## config.mk

```make
export PLATFORM = sky130hd
export DESIGN_NAME = sd_decimator
export DESIGN_NICKNAME = d
export VERILOG_FILES = /design/src/rtl/sd_pkg.sv /design/src/rtl/sd_cic_integrator.sv /design/src/rtl/sd_decimator.sv
export SDC_FILE = /design/constraint.sdc
export NUM_CORES = 1
export LEC_CHECK = 0
export CORE_MARGIN = 2
export CORE_UTILIZATION = 55
export DETAILED_ROUTE_END_ITERATION = 8
export PLACE_DENSITY_LB_ADDON = 0.05
export SYNTH_ARGS = -nofsm -noshare
export SYNTH_HDL_FRONTEND = slang
export SYNTH_SLANG_ARGS = --single-unit
```

## constraint.sdc

```tcl
create_clock -name clk -period 10.56 [get_ports clk]
set_input_delay 1.056 -clock clk [delete_from_list [all_inputs] [get_ports clk]]
set_output_delay 1.056 -clock clk [all_outputs]
set_load 0.005 [all_outputs]
```

## src/rtl/sd_pkg.sv

```systemverilog
// sd_pkg -- shared definitions for the sigma-delta CIC decimator.
//   CIC_ORDER  : number of integrator/comb stages.
//   cic_width  : minimum internal word width for a given log2(R); the CIC
//                gain is R**CIC_ORDER, plus a sign bit and one bit of headroom
//                so that +R**3 (exact full scale) is representable.
//   bit_to_pm1 : maps a bitstream bit to a 2-bit signed +1 / -1.
package sd_pkg;

  localparam int CIC_ORDER = 3;

  function automatic int cic_width(input int log2_r);
    return CIC_ORDER * log2_r + 2;
  endfunction

  function automatic logic signed [1:0] bit_to_pm1(input logic b);
    return b ? 2'sb01 : 2'sb11;
  endfunction

endpackage

```

## src/rtl/sd_cic_integrator.sv

```systemverilog
// sd_cic_integrator -- W-bit enabled accumulator, one CIC integrator stage.
// Ports:
//   clk   : clock, rising edge
//   reset : synchronous active-high clear
//   enb   : clock enable; accumulator holds while low
//   x     : signed W-bit increment
//   acc   : signed W-bit registered running sum (wraps modulo 2**W)
module sd_cic_integrator #(
  parameter int W = 17
) (
  input  logic                clk,
  input  logic                reset,
  input  logic                enb,
  input  logic signed [W-1:0] x,
  output logic signed [W-1:0] acc
);

  // Wrap-around is intentional: the combs recover the exact result modulo 2**W.
  always_ff @(posedge clk) begin
    if (reset) begin
      acc <= '0;
    end else if (enb) begin
      acc <= acc + x;
    end
  end

endmodule

```

## src/rtl/sd_decimator.sv

```systemverilog
// sd_decimator -- 3rd-order CIC decimator by R = 2**LOG2_R for a 1-bit
// sigma-delta stream. Three pipelined integrators run at the input rate;
// three combs (differential delay 1) run once per R enabled cycles.
// Ports:
//   clk    : clock, rising edge
//   reset  : synchronous active-high reset (wins over enb)
//   enb    : clock enable; when low no state advances
//   in     : bitstream, 1 -> +1, 0 -> -1
//   out    : signed W-bit PCM sample, LOG2_R*3 fraction bits (+R**3 = +1.0)
//   valid  : one-clock strobe marking a new value on out
//   ce_out : combinational copy of enb
module sd_decimator
  import sd_pkg::*;
#(
  parameter int LOG2_R = 5,
  parameter int W      = cic_width(LOG2_R)
) (
  input  logic                clk,
  input  logic                reset,
  input  logic                enb,
  input  logic                in,
  output logic signed [W-1:0] out,
  output logic                valid,
  output logic                ce_out
);

  if (LOG2_R < 1 || LOG2_R > 8) begin : g_bad_ratio
    $error("sd_decimator: LOG2_R must be in 1..8");
  end
  if (W < cic_width(LOG2_R)) begin : g_bad_width
    $error("sd_decimator: W too small for LOG2_R");
  end

  localparam logic [LOG2_R-1:0] LAST = '1;

  logic signed [1:0]   pm;
  logic signed [W-1:0] x;
  logic signed [W-1:0] i1, i2, i3;
  logic signed [W-1:0] d1, d2, d3;
  logic signed [W-1:0] c1, c2, c3;
  logic signed [W-1:0] out_p1;
  logic [LOG2_R-1:0]   cnt;
  logic                last;
  logic                vld_p1;

  assign pm = bit_to_pm1(in);
  assign x  = {{(W-2){pm[1]}}, pm};

  // Input-rate integrators; each stage consumes the previous stage's
  // registered (pre-update) value, giving one cycle of latency per stage.
  sd_cic_integrator #(.W(W)) u_int1 (
    .clk(clk), .reset(reset), .enb(enb), .x(x),  .acc(i1)
  );
  sd_cic_integrator #(.W(W)) u_int2 (
    .clk(clk), .reset(reset), .enb(enb), .x(i1), .acc(i2)
  );
  sd_cic_integrator #(.W(W)) u_int3 (
    .clk(clk), .reset(reset), .enb(enb), .x(i2), .acc(i3)
  );

  assign last = (cnt == LAST);

  always_comb begin
    c1 = i3 - d1;
    c2 = c1 - d2;
    c3 = c2 - d3;
  end

  // Output-rate comb delays and output register, updated on the last
  // enabled cycle of each frame.
  always_ff @(posedge clk) begin
    if (reset) begin
      cnt    <= '0;
      vld_p1 <= 1'b0;
      d1     <= '0;
      d2     <= '0;
      d3     <= '0;
      out_p1 <= '0;
    end else if (enb) begin
      cnt    <= cnt + 1'b1;
      vld_p1 <= last;
      if (last) begin
        d1     <= i3;
        d2     <= c1;
        d3     <= c2;
        out_p1 <= c3;
      end
    end
  end

  // The strobe flag holds with everything else while enb is low; gating it
  // keeps valid low in stalled cycles and presents it on the next enabled one.
  assign out    = out_p1;
  assign valid  = vld_p1 & enb;
  assign ce_out = enb;

endmodule

```

* After elaboration in Yosys (flattened, before gate mapping)
Cells that the tools add are included.
** Operators by class
- $add $sub $neg :: 7
- Multiply operators :: 0
- Divide/modulo/power cells :: 0
- $lt $le $gt $ge :: 0
- Eq/ne operators :: 1
- Shifts and indexed selects :: 0
- Muxes and demuxes :: 1
- Bitwise gates (word level) :: 1
- Reductions and logical operators :: 1
** Operators with widths (number)
- $sub 17x17->17 :: 3
- $add 17x17->17 :: 2
- $add 17x2->17 :: 1
- $add 5x1->5 const B :: 1
- $eq 5x5->1 const B :: 1
- $mux 2 :: 1
- $reduce_and 2->1 :: 1
- $and 1x1->1 :: 1
** Word-level totals
- Flip-flop bits (word level) :: 125
- Bits in latches :: 0
- Bits in writable memories :: 0
- ROM bits :: 0
- Input bits :: 4
- Output and inout port bits :: 19
- Memories kept :: 0

* Longest topological paths before layout
Gate-level depths: netlist of the first run.
- Word-level depth :: 3
- Depth in mapped cells :: 25
- Mapped depth without buffers :: 25

* By module
From an unflattened synthesis of the first run, not the netlist that was laid out.
** Unflattened totals
- Cells, all modules :: 1198
- Area, all modules :: 9355.2 um^2
** By module, submodules not included
- sd_decimator :: times used 1, cells an instance 673, area each 5094.9 um^2, seq. area each 1481.4 um^2
- sd_cic_integrator :: times used 3, cells an instance 175, area each 1420.1 um^2, seq. area each 340.3 um^2

* Worst setup path before layout of the first run
No wires, ideal clock.
- Path kind :: register -> register
- From :: register d1[1]
- To :: register out_p1[16] (netlist: out[16])
- Setup time :: 0.086 ns
- Arrival :: 4.511 ns
- Data required time :: 10.474 ns
- Setup slack :: 5.963 ns
- Cell stages (with the launch flop) :: 24
- Path buffers :: 0
- Period minus slack after synthesis :: 4.597 ns
- Cell sequence :: dfxtp_1 -> inv_1 -> ha_1 -> nor2b_1 -> o21a_1 -> o21ai_1 -> a311oi_1 -> a311o_1 -> a21oi_1 -> xnor2_1 -> ha_1 -> a21o_1 -> a21o_1 -> a21oi_1 -> xnor2_1 -> ha_1 -> a21o_1 -> nor2_1 -> nand2_1 -> o21ai_0 -> mux2i_1 -> o2111ai_1 -> xnor2_1 -> a211oi_1
** Between the ends
- Word-level cells in the longest chain between the ends :: 3
** Ends and longest elaborated chain
- start, declared :: RTL line sd_decimator.sv:39 : logic signed [W-1:0] d1, d2, d3;
- start signal, assigned :: RTL line sd_decimator.sv:83 : d1 <= i3;
- $sub 17x17->17 :: RTL line sd_decimator.sv:64 : c1 = i3 - d1;
- via c1[11] :: RTL line sd_decimator.sv:40 : logic signed [W-1:0] c1, c2, c3;
- $sub 17x17->17 :: RTL line sd_decimator.sv:65 : c2 = c1 - d2;
- via c2[13] :: RTL line sd_decimator.sv:40
- $sub 17x17->17 :: RTL line sd_decimator.sv:66 : c3 = c2 - d3;
- end signal, assigned :: RTL line sd_decimator.sv:78 : out_p1 <= '0;
- end signal, assigned :: RTL line sd_decimator.sv:86 : out_p1 <= c3;
- end, declared :: RTL line sd_decimator.sv:41 : logic signed [W-1:0] out_p1;
The timed path passes the listed nets, and every way through them passes these cells.
A chain may end at the register's enable or synchronous reset.

* Worst setup path in the final report of the first run
Ends and elaborated chain as after synthesis.

==> summary.txt, run 1 <==
Status
  – Run status: completed

Routing
  – Total number of vias: 7,257
  – DR pass1 iterations: 4
  – Routed wire length per instance: 13.2 um
  – Detail Route Antenna Nets: 0
  – Via density: 5.43
  – 1st-iter DRT viols: 318
  – WL final: 17,600 um
  – DRC: 0

Timing
  – Max-slew headroom: 35.8%
  – Final hold vios: 0
  – Fmax: 0.197 GHz
  – Final setup viols: 0
  – Period Utilization, post-route: 48.0%
  – Slew Limit Fails: 0
  – Final Critical Period: 5070 ps
  – RSZ-0062 raised after global routing: false
  – Setup TNS: 0 ps
  – Fin Clk Skew: 7.61 ps
  – Worst Max-Slew Pin Slew: 963 ps

Critical path
  – CP Class: flip-flop to flip-flop
  – Critical Path Start Type: flip-flop
  – Max incr delay on CP: 410 ps
  – Crit-path cells: inv_1, ha_1, nor2b_1, o21a_1, o21ai_1, a311oi_1, a311o_1, a21oi_1, xnor2_1, ha_1, a21o_1, a21o_1, a21oi_1, xnor2_1, ha_1, a21o_1, nor2_1, nand2_1, o21ai_0, mux2i_1, o2111ai_1, xnor2_1, a211oi_1
  – WP data arrival: 5400 ps
  – Crit path max-delay family: compound AO/OA/AOI/OAI gates
  – Worst Path Required: 10,890 ps
  – Slowest library cell on the worst path: a311o_1
  – Worst setup EP type: flip-flop
  – WP buf/inv: 1
  – Worst-path maximum fanout: 7

Pwr
  – LEAKAGE: 3.98 nW
  – Internal power: 1.46 mW
  – Sw frac: 40.5%
  – Clock Power Share: 22.9%
  – Gate power share: 55.6%
  – Net load switching power: 996 uW
  – Sequential share of power: 21.5%
  – Pwr Density: 253 nW/um^2
  – VDD IR max: 0.000183 V

Die
  – Core area: 15,800 sq um
  – Die Area: 17,000 sq um
  – Die Span X: 131 um
  – I/O Pins: 23
  – Initial Util: 55.9%
  – Die span in y: 131 um
  – Core Rows: 46

Logic synthesis
  – Synth top area share: 28.4%
  – Mux contribution to synthesized area: 3.41%
  – Compound-Gate Fraction of Synth Area: 22.6%
  – Yosys cell types: 62
  – Most used flip-flop cell after synthesis: dfxtp_1
  – Synth warnings: 0
  – Xor/xnor share of the synthesized area: 7.46%
  – Main combinational cell family by area after synthesis: compound AO/OA/AOI/OAI gates
  – Syn Area/Cell: 7.96 sq um
  – Synth area leaders: dfxtp_1, ha_1, a21oi_1
  – Sequential fraction of the synthesis area: 28.4%
  – Cell taking the most area after synthesis: dfxtp_1
  – Mapped Nets: 1,214
  – Synth Area in Simple Gates: 17.6%
  – Asr flop ratio synth: 0%
  – FF+latch count, synth: 125
  – Post-synth EDFFs: 0
  – Syn Std Cell Area: 8810 sq um
  – Adder-Cell Fraction of Synth Area: 15.1%
  – Syn Inst Count: 1,107

Clock network
  – Depth of the CTS H-tree: 4
  – CTS tree: done
  – Worst-path clk slew: 50 ps
  – Hold_buf cts: 0
  – TritonCTS Buffers: 17
  – Max Buffers Root-to-Sink: 2
  – Post_cts resized: 0
  – Worst-skew pair later-pin latency: 420 ps
  – CTS Root Cell: clkbuf_16
  – CTS sink count: 125
  – Post-CTS Setup Bufs: 0

GRT
  – Overflow after GRT: 0
  – Largest net degree at the start of global routing: 96
  – GRT Overall Usage: 22.3%
  – Vias in the first global route: 6,906
  – First-pass GRT wire length: 30,800 um
  – Antenna violations before repair: 0

Placement
  – GP Congestion: 0.869
  – PortBufs: 22
  – DPL Wire Length: 12,400 um

Finish
  – Share of post-route cells with drive strength above 1: 4.29%
  – Multi-input gate area: 5830 sq um
  – FF/Latch Area: 2500 sq um
  – Area Overhead vs Synth: 10.4%
  – Fin nets: 1,215
  – Antenna cells: 0
  – Finished Core Util: 61.7%
  – # fillers: 1,481

Min path
  – Hold Path Class: flip-flop to flip-flop

Job
  – Max cap viols: 0
-- per-stage QoR --
| stage | total power [mW] | hold WS [ps] | std cells | instance area [sq um] | worst slack (ps) |
|---|---|---|---|---|---|
| 6_report | 2.46 | 449 | 1336 | 9730 | 5490 |
| 5_1_grt | 2.68 | 468 | 1336 | 9730 | 4890 |
| 4_1_cts | 2.48 | 453 | 1336 | 9730 | 5440 |
| 3_5_place_dp | 1.91 | 445 | 1305 | 9160 | 5460 |
| 3_3_place_gp | 1.89 | 438 | 1305 | 9160 | 5580 |
| 2_1_floorplan | 1.65 | 436 | 1107 | 8810 | 5960 |
-- Yosys cell counts, drive strengths merged, types with 8 or more instances --
library cell,instances
a211oi,25
nor2b,16
nand2,137
o21a,12
o22ai,8
a31oi,11
or3,11
dfxtp,125
o21bai,10
nor2,93
clkbuf,38
ha,97
a21o,30
a21oi,124
nand3,15
nand2b,13
o21ai,41
inv,81
nor3,15
mux2i,30
and3,11
xor2,31
xnor2,44
-- registers in the layout (all words and copies together) (netlist names) --
signal and count:
d3 17, u_int3.acc 17, d1 17, vld_p1 1
u_int1.acc 17, d2 17, out 17, u_int2.acc 17
cnt 5
-- routing by layer --
layer / track usage, % / vias to the layer above / wire, um
met2: 41.4 / 56 / 8810
li1: - / 3889 / -
met4: 7.95 / 0 / 323
met3: 3.42 / 21 / 294
met1: 25.9 / 3291 / 8210
met5: 0 / - / 0
-- worst register-to-register path, cell delays in order, from the launching register on --
cell,delay (ps)
dfxtp_1,370
inv_1,60
ha_1,260
nor2b_1,130
o21a_1,180
o21ai_1,240
a311oi_1,190
a311o_1,410
a21oi_1,180
xnor2_1,170
ha_1,350
a21o_1,220
a21o_1,190
a21oi_1,230
xnor2_1,150
ha_1,280
a21o_1,200
nor2_1,100
nand2_1,50
o21ai_0,310
mux2i_1,220
o2111ai_1,140
xnor2_1,150
a211oi_1,210
-- power groups by stage --
stage | logic (mW) | registers (mW) | clock network, mW
6_report | 1.37 | 0.528 | 0.564
5_1_grt | 1.55 | 0.533 | 0.595
4_1_cts | 1.38 | 0.528 | 0.578
3_5_place_dp | 1.37 | 0.538 | 0
3_3_place_gp | 1.35 | 0.537 | 0
2_1_floorplan | 1.12 | 0.529 | 0
-- kinds of logic (layout without fill, tap and decap cells) --
group                      Yosys count  after routing
buffers and inverters              126            139
xor gates and xnor gates            75             75
muxes                               30             30
and+or+nand+nor                    341            341
adders and majority gates          103            103
DFF                                125            125
AOI/OAI and AO/OA                  307            307
-- worst paths after layout --
path,from,end,slack [ps],depth (start not counted)
worst max-delay path,d1[1],out[16],5490,23
worst min register to register,out[4],out[4],450,2
worst max register to register,d1[1],out[16],5490,23
worst min-delay path,out[4],out[4],450,2
-- layout make-up --
cell class,count,area share (%)
Clock inverter,7,0.900
Timing Repair Buffer,26,2.50
Multi-Input combinational cell,856,60.0
Inverter,82,3.16
Sequential cell,125,25.7
Clock buffer,24,4.95
Tap cell,216,2.78
-- cell usage in the layout (no fill, tap or decap), types with 4 or more instances in the layout --
| cell type | netlist | routed |
|---|---|---|
| clkdlybuf4s50_1 | 0 | 20 |
| nor3_1 | 15 | 15 |
| o22ai_1 | 8 | 8 |
| or3_1 | 11 | 11 |
| nand3_1 | 15 | 15 |
| o211ai_1 | 5 | 5 |
| a211oi_1 | 25 | 25 |
| xor2_1 | 31 | 31 |
| nand2_1 | 137 | 136 |
| dfxtp_1 | 125 | 125 |
| nand4_1 | 4 | 4 |
| o21ai_0 | 36 | 36 |
| inv_1 | 81 | 81 |
| a31oi_1 | 11 | 11 |
| a21oi_1 | 122 | 122 |
| nand4b_1 | 4 | 4 |
| and3_1 | 11 | 11 |
| or4_1 | 6 | 6 |
| clkbuf_16 | 0 | 17 |
| nand2b_1 | 13 | 13 |
| ha_1 | 97 | 97 |
| nor2_1 | 93 | 93 |
| a21o_1 | 30 | 30 |
| o21bai_1 | 10 | 10 |
| clkinv_2 | 0 | 4 |
| nor2b_1 | 16 | 16 |
| fa_1 | 6 | 6 |
| clkbuf_1 | 38 | 4 |
| buf_4 | 1 | 5 |
| o31ai_1 | 6 | 6 |
| xnor2_1 | 44 | 44 |
| mux2i_1 | 30 | 30 |
| o21a_1 | 12 | 12 |
| o311ai_0 | 6 | 6 |
Note: power is estimated with default switching activity, not from simulation.
==> run 2, diff against run 1 <==
==> constraint.sdc (replaced) <==
create_clock -name clk -period 4.72 [get_ports clk]
set_input_delay 0.472 -clock clk [delete_from_list [all_inputs] [get_ports clk]]
set_output_delay 0.472 -clock clk [all_outputs]
set_load 0.005 [all_outputs]
==> summary.txt, run 2 (synthesis results as in run 1) <==
Critical path
  – WP data arrival: 4960 ps (was 5400 ps)
  – R2r worst-path depth: 24 (was 23)
  – Worst-path maximum fanout: 3 (was 7)
  – CP Class: flip-flop to flip-flop (unchanged)
  – Worst reg2reg path endpoint: out[16] (unchanged)
  – Worst setup EP type: flip-flop (unchanged)
  – RR Startpoint: d1[1] (unchanged)
  – Critical Path Start Type: flip-flop (unchanged)
  – Worst Path Required: 5060 ps (was 10,890 ps)
  – Reg-to-reg slack, setup: 100 ps (was 5490 ps)

Timing
  – Min Hold Slack: 448 ps (was 449 ps)
  – Fmax: 0.216 GHz (was 0.197 GHz)
  – Final Critical Period: 4620 ps (was 5070 ps)
  – Slack of the critical path: 99.1 ps (was 5490 ps)
  – RSZ-0062 raised after global routing: true (was false)
  – Worst Max-Slew Pin Slew: 992 ps (was 963 ps)
  – Final setup viols: 0 (unchanged)
  – Final hold vios: 0 (unchanged)
  – Period Utilization, post-route: 97.9% (was 48.0%)
  – Slew Limit Fails: 0 (unchanged)
  – Max-slew headroom: 33.9% (was 35.8%)
  – Fin Clk Skew: 8.57 ps (was 7.61 ps)

Pwr
  – Tot Pwr: 6.64 mW (was 2.46 mW)
  – LEAKAGE: 4.35 nW (was 3.98 nW)
  – VDD IR max: 0.000794 V (was 0.000183 V)
  – Pwr Density: 637 nW/um^2 (was 253 nW/um^2)

Placement
  – Pre-CTS setup slack: -133 ps (was 5460 ps)
  – PortBufs: 22 (unchanged)
  – Cells after DPL: 1,358 (was 1,305)
  – DPL Wire Length: 13,300 um (was 12,400 um)
  – Post-place instance area: 9560 sq um (was 9160 sq um)
  – GP Congestion: 0.835 (was 0.869)

Min path
  – Hold Path Class: flip-flop to flip-flop (unchanged)
  – Min-Delay Endpoint: out[8] (was out[4])
  – Hold path start: out[8] (was out[4])
  – Hold depth: 2 (unchanged)

Clock network
  – CTS tree: done (unchanged)
  – CTS Root Cell: clkbuf_16 (unchanged)
  – Worst-skew pair later-pin latency: 420 ps (about the same)
  – Hold_buf cts: 0 (unchanged)
  – Worst-path clk slew: 60 ps (was 50 ps)
  – CTS sink count: 125 (unchanged)
  – TritonCTS Buffers: 17 (unchanged)
  – Max Buffers Root-to-Sink: 2 (unchanged)
  – Depth of the CTS H-tree: 4 (unchanged)

Routing
  – Via density: 5.43 (about the same)
  – WL final: 18,900 um (was 17,600 um)
  – 1st-iter DRT viols: 323 (was 318)
  – DR pass1 iterations: 4 (unchanged)
  – DRC: 0 (unchanged)
  – Routed wire length per instance: 13.5 um (was 13.2 um)
  – Detail Route Antenna Nets: 0 (unchanged)
  – Total number of vias: 7,605 (was 7,257)

Job
  – Max cap viols: 0 (unchanged)

Status
  – Run status: completed (unchanged)

GRT
  – First-pass GRT wire length: 31,700 um (was 30,800 um)
  – Largest net degree at the start of global routing: 53 (was 96)
  – Overflow after GRT: 0 (unchanged)
  – Antenna violations before repair: 0 (unchanged)
  – Vias in the first global route: 7,078 (was 6,906)
  – GRT Overall Usage: 23.0% (was 22.3%)

Finish
  – Most common cell after layout, fill and taps aside: nand2_1 (unchanged)
  – Fin nets: 1,280 (was 1,215)
  – Area Overhead vs Synth: 18.4% (was 10.4%)
  – Share of post-route cells with drive strength above 1: 12.9% (was 4.29%)
  – Antenna cells: 0 (unchanged)
  – Final Instance Count excl. Fillers: 1,401 (was 1,336)
  – Final Cell Area: 10,400 sq um (was 9730 sq um)
  – Highest-count cells in the layout ignoring fill and taps: nand2_1, dfxtp_1, a21oi_1, nor2_1, ha_1 (was nand2_1, dfxtp_1, a21oi_1, ha_1, nor2_1)

Die
  – Die Area: 17,000 sq um (unchanged)
  – Core area: 15,800 sq um (unchanged)
  – Die Span X: 131 um (unchanged)
  – Core Rows: 46 (unchanged)
  – I/O Pins: 23 (unchanged)
  – Initial Util: 55.9% (unchanged)
  – Die span in y: 131 um (unchanged)
==> run 2: cell count changes in the layout (fill, tap and decap cells not counted), sizes merged <==
cell,before,now
buf,6,71
==> run 2: where the power goes <==
group	switching (mW)	internal (mW)	total, mW	leakage, nW
sequential	0.0609	1.12	1.18	1.02
clock	0.455	0.811	1.27	0.280
combinational	2.05	2.14	4.19	3.06
total	2.57	4.07	6.64	4.35
==> run 2: how the worst max path moves through the flow <==
stage / startpoint / end / slack, ps / cells past startpoint
floorplan: d1[1] / out[16] / 120 / 23
global placement: d1[1] / out[16] / -30 / 23
detailed placement: u_int3.acc[0] / out[16] / -130 / 22
CTS: d1[1] / out[15] / 3 / 24
global route: d1[1] / out[15] / -210 / 27
finish: d1[1] / out[16] / 100 / 24
==> run 2: per-stage QoR <==
step                TNS, ps  utilization, %
finish                    0            66.1
global route           -534            66.1
CTS                       0            64.8
detailed placement     -187            60.6
global placement      -32.6            60.6
floorplan                 0               -
==> run 2: routing by layer <==
| layer | global-route usage, % | part of all wire, % |
|---|---|---|
| met4 | 6.95 | 1.5 |
| met5 | 0 | 0 |
| met2 | 43.0 | 50 |
| met1 | 26.8 | 46 |
| met3 | 3.91 | 2.0 |
==> run 2: timing repair <==
action	CTS	global route
endpoints found under the setup margin	3	4
hold endpoints to repair	0	0
gates resized for setup	18	33
pin swaps	18	30
setup buffers	3	9
==> run 2: layout make-up <==
cell class	count	area (sq um)
fillers	1441	5340
multi-input cells	856	6040
repair buffers	91	738
well taps	216	270
clock inverters	7	87.6
inverters	82	308
clock buffers	24	482
flip-flops and latches	125	2510
==> run 2: worst max-delay path, cell delays in order, from the launching register on <==
cell and delay, ps:
dfxtp_2 330, inv_2 40, ha_4 220, nor2b_1 130
o21a_1 200, o21ai_2 210, a311oi_2 160, a311o_1 380
a21oi_2 180, xnor2_2 100, ha_1 330, a21o_1 190
a21o_1 210, a21oi_2 150, xnor2_1 100, ha_1 320
a21o_1 190, a21o_1 170, o31a_1 120, o21ai_2 70
buf_4 130, mux2i_1 170, o2111ai_1 130, xnor2_1 150
a211oi_1 180
